`config.mk`:
```
export PLATFORM = sky130hd
export DESIGN_NAME = latch_arbiter_flat
export DESIGN_NICKNAME = d
export VERILOG_FILES = /design/src/rtl/latch_arbiter_if.sv /design/src/rtl/latch_arbiter.sv /design/src/flat_wrapper.sv
export SDC_FILE = /design/constraint.sdc
export NUM_CORES = 1
export LEC_CHECK = 0
export CAP_MARGIN = 30
export CORE_ASPECT_RATIO = 1.75
export CORE_MARGIN = 1.5
export CORE_UTILIZATION = 40
export DETAILED_ROUTE_END_ITERATION = 10
export GPL_TIMING_DRIVEN = 0
export PLACE_DENSITY = 0.76
export RECOVER_POWER = 100
export REMOVE_ABC_BUFFERS = 1
export SYNTH_ARGS = -nofsm -noshare
export SYNTH_HDL_FRONTEND = slang
export SYNTH_SLANG_ARGS = --single-unit
```
`constraint.sdc`:
```
create_clock -name clk -period 1.95 [get_ports clk]
set_input_delay 0.2925 -clock clk [delete_from_list [all_inputs] [get_ports clk]]
set_output_delay 0.2925 -clock clk [all_outputs]
set_load 0.05 [all_outputs]
```
`src/rtl/latch_arbiter_if.sv`:
```
`default_nettype none
// ============================================================================
//  Module      : latch_arbiter_if
//  Description : Requester / shared-latch signal bundle for latch_arbiter.
//                master = requester side, slave = arbiter side.
//  Revision    : 1.0  initial release
// ============================================================================
interface latch_arbiter_if;
    logic [3:0]  req;
    logic [31:0] data_in;
    logic        clear;
    logic        latch_en;
    logic        latch_rst;
    logic [7:0]  latch_d;
    logic [3:0]  ack;
    logic [1:0]  owner;
    logic        busy;

    modport master (
        output req, data_in, clear,
        input  latch_en, latch_rst, latch_d, ack, owner, busy
    );

    modport slave (
        input  req, data_in, clear,
        output latch_en, latch_rst, latch_d, ack, owner, busy
    );
endinterface
`default_nettype wire

```
`src/rtl/latch_arbiter.sv`:
```
`default_nettype none
// ============================================================================
//  Module      : latch_arbiter
//  Description : Round-robin arbiter granting four requesters access to one
//                shared transparent 8-bit latch. Sequences setup, enable pulse,
//                data hold and a one-cycle ack; a clear request resets the
//                latch instead. All latch controls are registered so the latch
//                enable never glitches.
//  Revision    : 1.0  initial release
// ============================================================================
module latch_arbiter #(
    parameter int EN_CYCLES   = 1,
    parameter int HOLD_CYCLES = 1
) (
    input  wire logic      clk,
    input  wire logic      rst_n,
    latch_arbiter_if.slave bus
);

    typedef enum logic [2:0] {
        S_IDLE  = 3'd0,
        S_SETUP = 3'd1,
        S_PULSE = 3'd2,
        S_HOLD  = 3'd3,
        S_ACK   = 3'd4,
        S_CLR   = 3'd5
    } state_t;

    // Counters count down to zero, so each timed state loads its length minus one.
    localparam logic [3:0] c_en_load   = 4'(EN_CYCLES - 1);
    localparam logic [3:0] c_hold_load = (HOLD_CYCLES > 0) ? 4'(HOLD_CYCLES - 1) : 4'd0;

    state_t      r_state;
    state_t      w_state_nxt;
    logic [3:0]  r_cnt;
    logic [1:0]  r_ptr;
    logic [1:0]  r_owner;
    logic [7:0]  r_latch_d;
    logic        r_latch_en;
    logic        r_latch_rst;
    logic [3:0]  r_ack;
    logic        r_busy;
    logic        w_grant;
    logic [1:0]  w_winner;
    logic [1:0]  w_idx;

    // Round-robin search: start one past the last served requester, first set bit wins.
    always_comb begin
        w_grant  = 1'b0;
        w_winner = r_ptr;
        w_idx    = 2'd0;
        for (int i = 1; i <= 4; i++) begin
            w_idx = r_ptr + 2'(i);
            if (!w_grant && bus.req[w_idx]) begin
                w_grant  = 1'b1;
                w_winner = w_idx;
            end
        end
    end

    // Next-state decode; inputs are only looked at while idle.
    always_comb begin
        w_state_nxt = r_state;
        case (r_state)
            S_IDLE: begin
                if (bus.clear) begin
                    w_state_nxt = S_CLR;
                end else if (w_grant) begin
                    w_state_nxt = S_SETUP;
                end
            end
            S_SETUP: w_state_nxt = S_PULSE;
            S_PULSE: begin
                if (r_cnt == 4'd0) begin
                    w_state_nxt = (HOLD_CYCLES == 0) ? S_ACK : S_HOLD;
                end
            end
            S_HOLD: begin
                if (r_cnt == 4'd0) begin
                    w_state_nxt = S_ACK;
                end
            end
            S_ACK:   w_state_nxt = S_IDLE;
            S_CLR:   w_state_nxt = S_IDLE;
            default: w_state_nxt = S_IDLE;
        endcase
    end

    // State register.
    always_ff @(posedge clk or negedge rst_n) begin
        if (!rst_n) begin
            r_state <= S_IDLE;
        end else begin
            r_state <= w_state_nxt;
        end
    end

    // Cycle counter: reloads on every state change, otherwise counts down and stops at zero.
    always_ff @(posedge clk or negedge rst_n) begin
        if (!rst_n) begin
            r_cnt <= 4'd0;
        end else if (w_state_nxt != r_state) begin
            case (w_state_nxt)
                S_PULSE: r_cnt <= c_en_load;
                S_HOLD:  r_cnt <= c_hold_load;
                default: r_cnt <= 4'd0;
            endcase
        end else if (r_cnt != 4'd0) begin
            r_cnt <= r_cnt - 4'd1;
        end
    end

    // Capture winner and its data byte at grant; data_in is ignored afterwards.
    always_ff @(posedge clk or negedge rst_n) begin
        if (!rst_n) begin
            r_owner   <= 2'd0;
            r_latch_d <= 8'h00;
        end else if ((r_state == S_IDLE) && (w_state_nxt == S_SETUP)) begin
            r_owner   <= w_winner;
            r_latch_d <= bus.data_in[{w_winner, 3'b000} +: 8];
        end
    end

    // Priority pointer advances only on completed transactions; reset gives requester 0 first turn.
    always_ff @(posedge clk or negedge rst_n) begin
        if (!rst_n) begin
            r_ptr <= 2'd3;
        end else if (r_state == S_ACK) begin
            r_ptr <= r_owner;
        end
    end

    // Outputs registered from the next state so they align with the state register.
    always_ff @(posedge clk or negedge rst_n) begin
        if (!rst_n) begin
            r_latch_en  <= 1'b0;
            r_latch_rst <= 1'b0;
            r_ack       <= 4'd0;
            r_busy      <= 1'b0;
        end else begin
            r_latch_en  <= (w_state_nxt == S_PULSE);
            r_latch_rst <= (w_state_nxt == S_CLR);
            r_ack       <= (w_state_nxt == S_ACK) ? (4'b0001 << r_owner) : 4'd0;
            r_busy      <= (w_state_nxt != S_IDLE);
        end
    end

    // The shared latch is also cleared for as long as the controller is held in reset.
    assign bus.latch_rst = r_latch_rst | ~rst_n;
    assign bus.latch_en  = r_latch_en;
    assign bus.latch_d   = r_latch_d;
    assign bus.ack       = r_ack;
    assign bus.owner     = r_owner;
    assign bus.busy      = r_busy;

endmodule
`default_nettype wire

```
`src/flat_wrapper.sv`:
```
// flat-port wrapper written by rule: the top's interface ports become plain ports
module latch_arbiter_flat 
#(
    parameter int EN_CYCLES   = 1,
    parameter int HOLD_CYCLES = 1
)
  (clk, rst_n, bus_req, bus_data_in, bus_clear, bus_latch_en, bus_latch_rst, bus_latch_d, bus_ack, bus_owner, bus_busy);
  latch_arbiter_if bus_i ();
  input  wire logic clk;
  input  wire logic rst_n;
  input wire logic [$bits(bus_i.req)-1:0] bus_req;
  input wire logic [$bits(bus_i.data_in)-1:0] bus_data_in;
  input wire logic [$bits(bus_i.clear)-1:0] bus_clear;
  output wire logic [$bits(bus_i.latch_en)-1:0] bus_latch_en;
  output wire logic [$bits(bus_i.latch_rst)-1:0] bus_latch_rst;
  output wire logic [$bits(bus_i.latch_d)-1:0] bus_latch_d;
  output wire logic [$bits(bus_i.ack)-1:0] bus_ack;
  output wire logic [$bits(bus_i.owner)-1:0] bus_owner;
  output wire logic [$bits(bus_i.busy)-1:0] bus_busy;
  assign bus_i.req = bus_req;
  assign bus_i.data_in = bus_data_in;
  assign bus_i.clear = bus_clear;
  assign bus_latch_en = bus_i.latch_en;
  assign bus_latch_rst = bus_i.latch_rst;
  assign bus_latch_d = bus_i.latch_d;
  assign bus_ack = bus_i.ack;
  assign bus_owner = bus_i.owner;
  assign bus_busy = bus_i.busy;
  latch_arbiter #(.EN_CYCLES(EN_CYCLES), .HOLD_CYCLES(HOLD_CYCLES)) u_core (.clk(clk), .rst_n(rst_n), .bus(bus_i));
endmodule
```
; Yosys cells after proc, flatten, opt, wreduce, memory -nomap -nowiden
; Cells that the tools add are included.
; W data, S select, Z words.
[classes]
addsub = 4
n_lt_le_gt_ge = 4
eq_ne = 9
shift = 2
muxes = 24
bitwise_logic = 2
reduce_logical = 12
[op_table]
columns = operator, n
row1 = $shiftx A32 B6 Y8, 1
row2 = $lt A2 B3 Y1 const B, 4
row3 = $mux W3, 4
row4 = $mux W4, 3
row5 = $pmux W3 S4, 1
row6 = $eq A3 B2 Y1 const B, 3
row7 = $eq A3 B3 Y1 const B, 3
row8 = $bmux W1 S2, 4
row9 = $mux W1, 8
row10 = $mux W2, 4
row11 = $eq A3 B1 Y1 const B, 2
row12 = $add A2 B2 Y2 const B, 2
row13 = $logic_and A1 B1 Y1, 4
row14 = $logic_not A4 Y1, 1
row15 = $reduce_bool A4 Y1, 1
row16 = $shl A1 B2 Y4 const A, 1
row17 = $sub A4 B1 Y4 const B, 1
row18 = $logic_not A1 Y1, 3
row19 = $logic_not A3 Y1, 1
row20 = $ne A3 B3 Y1, 1
row21 = $reduce_bool A3 Y1, 1
row22 = $add A2 B1 Y2 const B, 1
row23 = $reduce_bool A2 Y1, 1
row24 = $not A1 Y1, 1
row25 = $or A1 B1 Y1, 1
[word_totals]
ff_bits = 26
out_inout_bits = 17
elab_cells = 66

; Logic depth before layout (Yosys ltp)
[logic_depth]
word_depth = 18
depth_mapped = 7
depth_no_buf = 7

; Worst setup path before layout
; No wires, ideal clock.
[synth_path]
path_type = register to register
startpoint = reg u_core.r_ptr[1]
endpoint = reg u_core.r_latch_d[0], in the netlist u_core.bus.latch_d[0]
t_arrival_ps = 1807
required_time_ps = 1814
path_slack_ps = 7
stages_incl_launch_ff = 8
cell_sequence = dfstp_2 buf_2 nor2b_1 o21bai_2 and3_1 clkbuf_2 a2111oi_1 nor3_1
[synth_via]
elab_chain_cells = 18
word_cells_on_any_way = 31
[synth_rtl]
columns = item, line_no
row1 = start: declaration, latch_arbiter.sv:36  ; logic [1:0] r_ptr;
row2 = start signal: assignment, latch_arbiter.sv:129  ; r_ptr <= r_owner;
row3 = $add A2 B1 Y2, latch_arbiter.sv:53  ; w_idx = r_ptr + 2'(i);
row4 = $bmux W1 S2, latch_arbiter.sv:54  ; if (!w_grant && bus.req[w_idx]) begin
row5 = $mux W1 (not written as such), latch_arbiter.sv:54
row6 = $mux W1, latch_arbiter.sv:54
row7 = $logic_not A1 Y1, latch_arbiter.sv:54
row8 = $logic_and A1 B1 Y1, latch_arbiter.sv:54
row9 = $mux W1, latch_arbiter.sv:54
row10 = $logic_not A1 Y1, latch_arbiter.sv:54
row11 = [2 not listed], --
row12 = $logic_not A1 Y1, latch_arbiter.sv:54
row13 = $logic_and A1 B1 Y1, latch_arbiter.sv:54
row14 = $mux W1, latch_arbiter.sv:54
row15 = $mux W3, latch_arbiter.sv:68  ; end else if (w_grant) begin
row16 = $mux W3, latch_arbiter.sv:66  ; if (bus.clear) begin
row17 = $pmux W3 S4, latch_arbiter.sv:64  ; case (r_state)
row18 = $eq A3 B1 Y1, latch_arbiter.sv:118  ; end else if ((r_state == S_IDLE) && (w_state_nxt == S_SETUP)) begin
row19 = $logic_and A1 B1 Y1, latch_arbiter.sv:118
row20 = end signal: assignment, latch_arbiter.sv:120  ; r_latch_d <= bus.data_in[{w_winner, 3'b000} +: 8];
row21 = end: declaration, latch_arbiter.sv:38  ; logic [7:0] r_latch_d;
; Several ways; a longest one is shown, not always the timed one. The select of a mux whose other input is x is not followed.
; A chain may end at the register's enable or synchronous reset.

; Worst setup path after layout
[layout_path]
startpoint = in bus_req[2]
endpoint = reg u_core.r_latch_d[3], in the netlist u_core.bus.latch_d[3]
[layout_via]
elab_chain_cells = 17
word_cells_on_any_way = 28
[layout_rtl]
columns = item, line_no
row1 = start: declaration, flat_wrapper.sv:11  ; input wire logic [$bits(bus_i.req)-1:0] bus_req;
row2 = $bmux W1 S2, latch_arbiter.sv:54
row3 = $mux W1 (not written as such), latch_arbiter.sv:54
row4 = $mux W1, latch_arbiter.sv:54
row5 = $logic_not A1 Y1, latch_arbiter.sv:54
row6 = $logic_and A1 B1 Y1, latch_arbiter.sv:54
row7 = $mux W1, latch_arbiter.sv:54
row8 = $logic_not A1 Y1, latch_arbiter.sv:54
row9 = $logic_and A1 B1 Y1, latch_arbiter.sv:54
row10 = $mux W1, latch_arbiter.sv:54
row11 = $logic_not A1 Y1, latch_arbiter.sv:54
row12 = $logic_and A1 B1 Y1, latch_arbiter.sv:54
row13 = $mux W1, latch_arbiter.sv:54
row14 = $mux W3, latch_arbiter.sv:68
row15 = $mux W3, latch_arbiter.sv:66
row16 = $pmux W3 S4, latch_arbiter.sv:64
row17 = $eq A3 B1 Y1, latch_arbiter.sv:118
row18 = $logic_and A1 B1 Y1, latch_arbiter.sv:118
; Several ways; a longest one is shown, not always the timed one. The select of a mux whose other input is x is not followed.

==> results.sh <==
export IMPL_yosys_warnings=0
export IMPL_finalCriticalPeriod_ns=1.95
export IMPL_initial_core_util=0.420
export IMPL_crit_start="bus_req[2]"
export IMPL_cts_buffers=3
export IMPL_hpwl_um=2980
export IMPL_antenna_left=0
export IMPL_antenna_found_initial=0
export IMPL_swShare=0.475
export IMPL_placed_cell_area_um2=2120
export IMPL_critPathKind="in -> reg"
export IMPL_antenna_cells=0
export IMPL_core_um2=3660
export IMPL_cts_sinks=26
export IMPL_register_area_um2=656
export IMPL_postSynthCellCount=172
export IMPL_routed_via_density=5.75
export IMPL_synth_edf_count=0
export IMPL_synth_area_leader_cell="dfrtp_1"
export IMPL_holdWs_ns=0.0460
export IMPL_die_h_um=85.1
export IMPL_tightest_slew_ns=0.597
export IMPL_power_frac_comb=0.577
export IMPL_hold_viol=0
export IMPL_power_mw=3.28
export IMPL_final_instance_count_excl_fill=276
export IMPL_max_freq_mhz=513
export IMPL_power_density_nw_per_um2=1360
export IMPL_yosys_area_share_adder=0.00812
export IMPL_rows=29
export IMPL_yosysUniqueCellTypes=36
export IMPL_tns_ns=0
export IMPL_slew_viol_final=0
export IMPL_clock_path_buffers=2
export IMPL_rsz0062_at_grt="yes"
export IMPL_die_area_um2=4250
export IMPL_multi_input_area_um2=951
export IMPL_synth_xor_area_frac=0.00569
export IMPL_drt_drc_violations_left=0
export IMPL_post_place_ws_ns=-0.593
export IMPL_ys_flop_type="dfrtp_1"
export IMPL_synth_top_family_by_area="simple AND/OR/NAND/NOR gates"
export IMPL_fin_skew_ns=0.00478
export IMPL_crit_reg2reg_launch="u_core.r_state[1]$_DFF_PN0_"
export IMPL_p_leak_nw=0.968
export IMPL_power_switching_mw=1.56
export IMPL_end_kind="flop"
export IMPL_seq_power_share=0.287
export IMPL_synthMuxAreaShare=0.0284
export IMPL_drive_gt1_frac=0.204
export IMPL_hold_class="in -> async"
export IMPL_slew_headroom=0.602
export IMPL_drt_pre_antenna_iters=4
export IMPL_ff2ff_setup_slack_ns=0.02
export IMPL_ir_worst_vdd_mv=1.08
export IMPL_maxCapViolations=0
export IMPL_place_inst=265
export IMPL_synth_area_um2=1540
export IMPL_finalWirelength_um=4310
export IMPL_final_setup_viol_count=0
export IMPL_final_core_util=0.658
export IMPL_routedWlPerCell_um=15.6
export IMPL_synth_simple_area_share=0.257
export IMPL_synthToLayoutAreaGrowth_pct=56.6
export IMPL_yosysSeqAreaShare=0.424
export IMPL_design_area_um2=2410
export IMPL_start_kind="input pin"
export IMPL_synth_top_area_share=0.390
export IMPL_die_w_um=49.9
export IMPL_ioPinCount=56
export IMPL_synth_area_leaders="dfrtp_1 39%, a2111oi_1 10%, nor3_1 7.5%"
export IMPL_gr_total_overflow=0
export IMPL_worst_slack_ns=0.000947
export IMPL_status="finished clean"
export IMPL_dr_total_vias=1588
export IMPL_track_usage=0.209
export IMPL_arrival_ns=2.09
export IMPL_port_buffers=55
export IMPL_cts_tree="built"
export IMPL_avgSynthCellArea_um2=8.95
export IMPL_power_frac_clock=0.136
export IMPL_ys_ff_latch=26
export IMPL_synth_compound_gate_area_share=0.209
export IMPL_crit_path_max_fanout=10
export IMPL_place_congestion=0.797
export IMPL_grt_max_degree=22
export IMPL_fillCellCount=298
export IMPL_cp_required_ns=2.10
export IMPL_ctsHoldBuffers=0
export IMPL_nets=271
export IMPL_fin_crit_sh=1.00
export IMPL_clk_pin_slew_ns=0.09
export IMPL_async_flop_share=1.00
export IMPL_drtIter0Drc=49
export IMPL_h_tree_depth=1
export IMPL_internal_power_mw=1.72
export IMPL_first_global_vias=1587
export IMPL_clk_latency_ns=0.27
export IMPL_grt_pass1_wl_um=6960
export IMPL_cts_root_buf="clkbuf_8"
[timing repair]
item                                    CTS  global route
cloned                                    1             1
setup buffers                             2             3
pin swaps                                 1             3
endpoints found under the setup margin    9            13
gates resized for setup                  20            17
[placed cells by master (no fill, tap or decap), drive strengths merged, types with 2 or more instances in the layout]
cell	instances
nand2	14
a2111oi	16
or3	5
clkbuf	3
a22oi	3
nand2b	3
a21o	3
nor3b	4
buf	7
clkdlybuf4s50	52
nor3	23
nor2	20
o21ai	5
nor2b	3
a21oi	4
dfrtp	24
and3	2
a31oi	8
mux2	3
inv	11
dfstp	2
[sequential cells by signal (all words and copies together), names as in the netlist]
register,count
u_core.bus.latch_d,8
u_core.bus.latch_en,1
u_core.bus.ack,4
u_core.r_state,3
u_core.r_ptr,2
u_core.r_latch_rst,1
u_core.bus.owner,2
u_core.bus.busy,1
u_core.r_cnt,4
[kinds of logic after synthesis]
group                      count (synthesis)
buffers and inverters                     21
and+or+nand+nor                           78
DFF                                       26
xor gates and xnor gates                   1
muxes                                      4
AOI/OAI and AO/OA                         41
adders and majority gates                  1
[critical path, cell delays in order]
cell,delay (ns)
clkdlybuf4s50_1,0.61
nand2b_1,0.14
a21o_4,0.29
and3_4,0.25
a2111oi_1,0.41
nor3_1,0.11
[power by group through the flow]
| stage | clock network [mW] | registers, mW | logic, mW |
|---|---|---|---|
| final | 0.445 | 0.943 | 1.89 |
| after global routing | 0.480 | 0.975 | 2.00 |
| after CTS | 0.451 | 0.939 | 1.73 |
| after detailed placement | 0 | 0.936 | 1.62 |
| after global placement | 0 | 0.938 | 1.58 |
| after floorplan | 0 | 1.36 | 0.623 |
[synth_stat cells, drive strengths merged, types with 3 or more instances]
| library cell | n |
|---|---|
| a2111oi | 16 |
| nor3 | 23 |
| a22oi | 3 |
| nor2 | 20 |
| nor3b | 4 |
| clkbuf | 4 |
| or3 | 3 |
| a21oi | 4 |
| o21ai | 5 |
| nand2 | 14 |
| nor2b | 3 |
| nand2b | 3 |
| a21o | 3 |
| buf | 6 |
| inv | 11 |
| a31oi | 8 |
| dfrtp | 24 |
| mux2 | 3 |
[layout make-up]
class	instances	area share
clock buffers	3	0.0171
inverters	11	0.0171
multi-input cells	127	0.394
flip-flops and latches	26	0.272
repair buffers	62	0.263
clock inverters	1	0.0124
well taps	46	0.0239
[layer usage]
| metal | GRT usage | vias to the layer above | routed length [um] |
|---|---|---|---|
| li1 | - | 746 | - |
| met1 | 0.219 | 756 | 1520 |
| met2 | 0.385 | 72 | 2370 |
| met3 | 0.0299 | 14 | 247 |
| met4 | 0.116 | 0 | 165 |
| met5 | 0 | - | 0 |
[worst paths after layout]
kind | cells past startpoint | endpoint
setup / recovery | 6 | u_core.bus.latch_d[3]$_DFFE_PN0P_
setup reg to reg | 4 | u_core.bus.latch_d[1]$_DFFE_PN0P_
min in group clk | 1 | u_core.bus.ack[2]$_DFF_PN0_
hold reg to reg | 1 | u_core.bus.ack[2]$_DFF_PN0_
max in group asynchronous | 2 | u_core.r_ptr[1]$_DFFE_PN1N_
hold / removal | 1 | u_core.bus.latch_d[2]$_DFFE_PN0P_
Power figures use the tool's default switching activity.
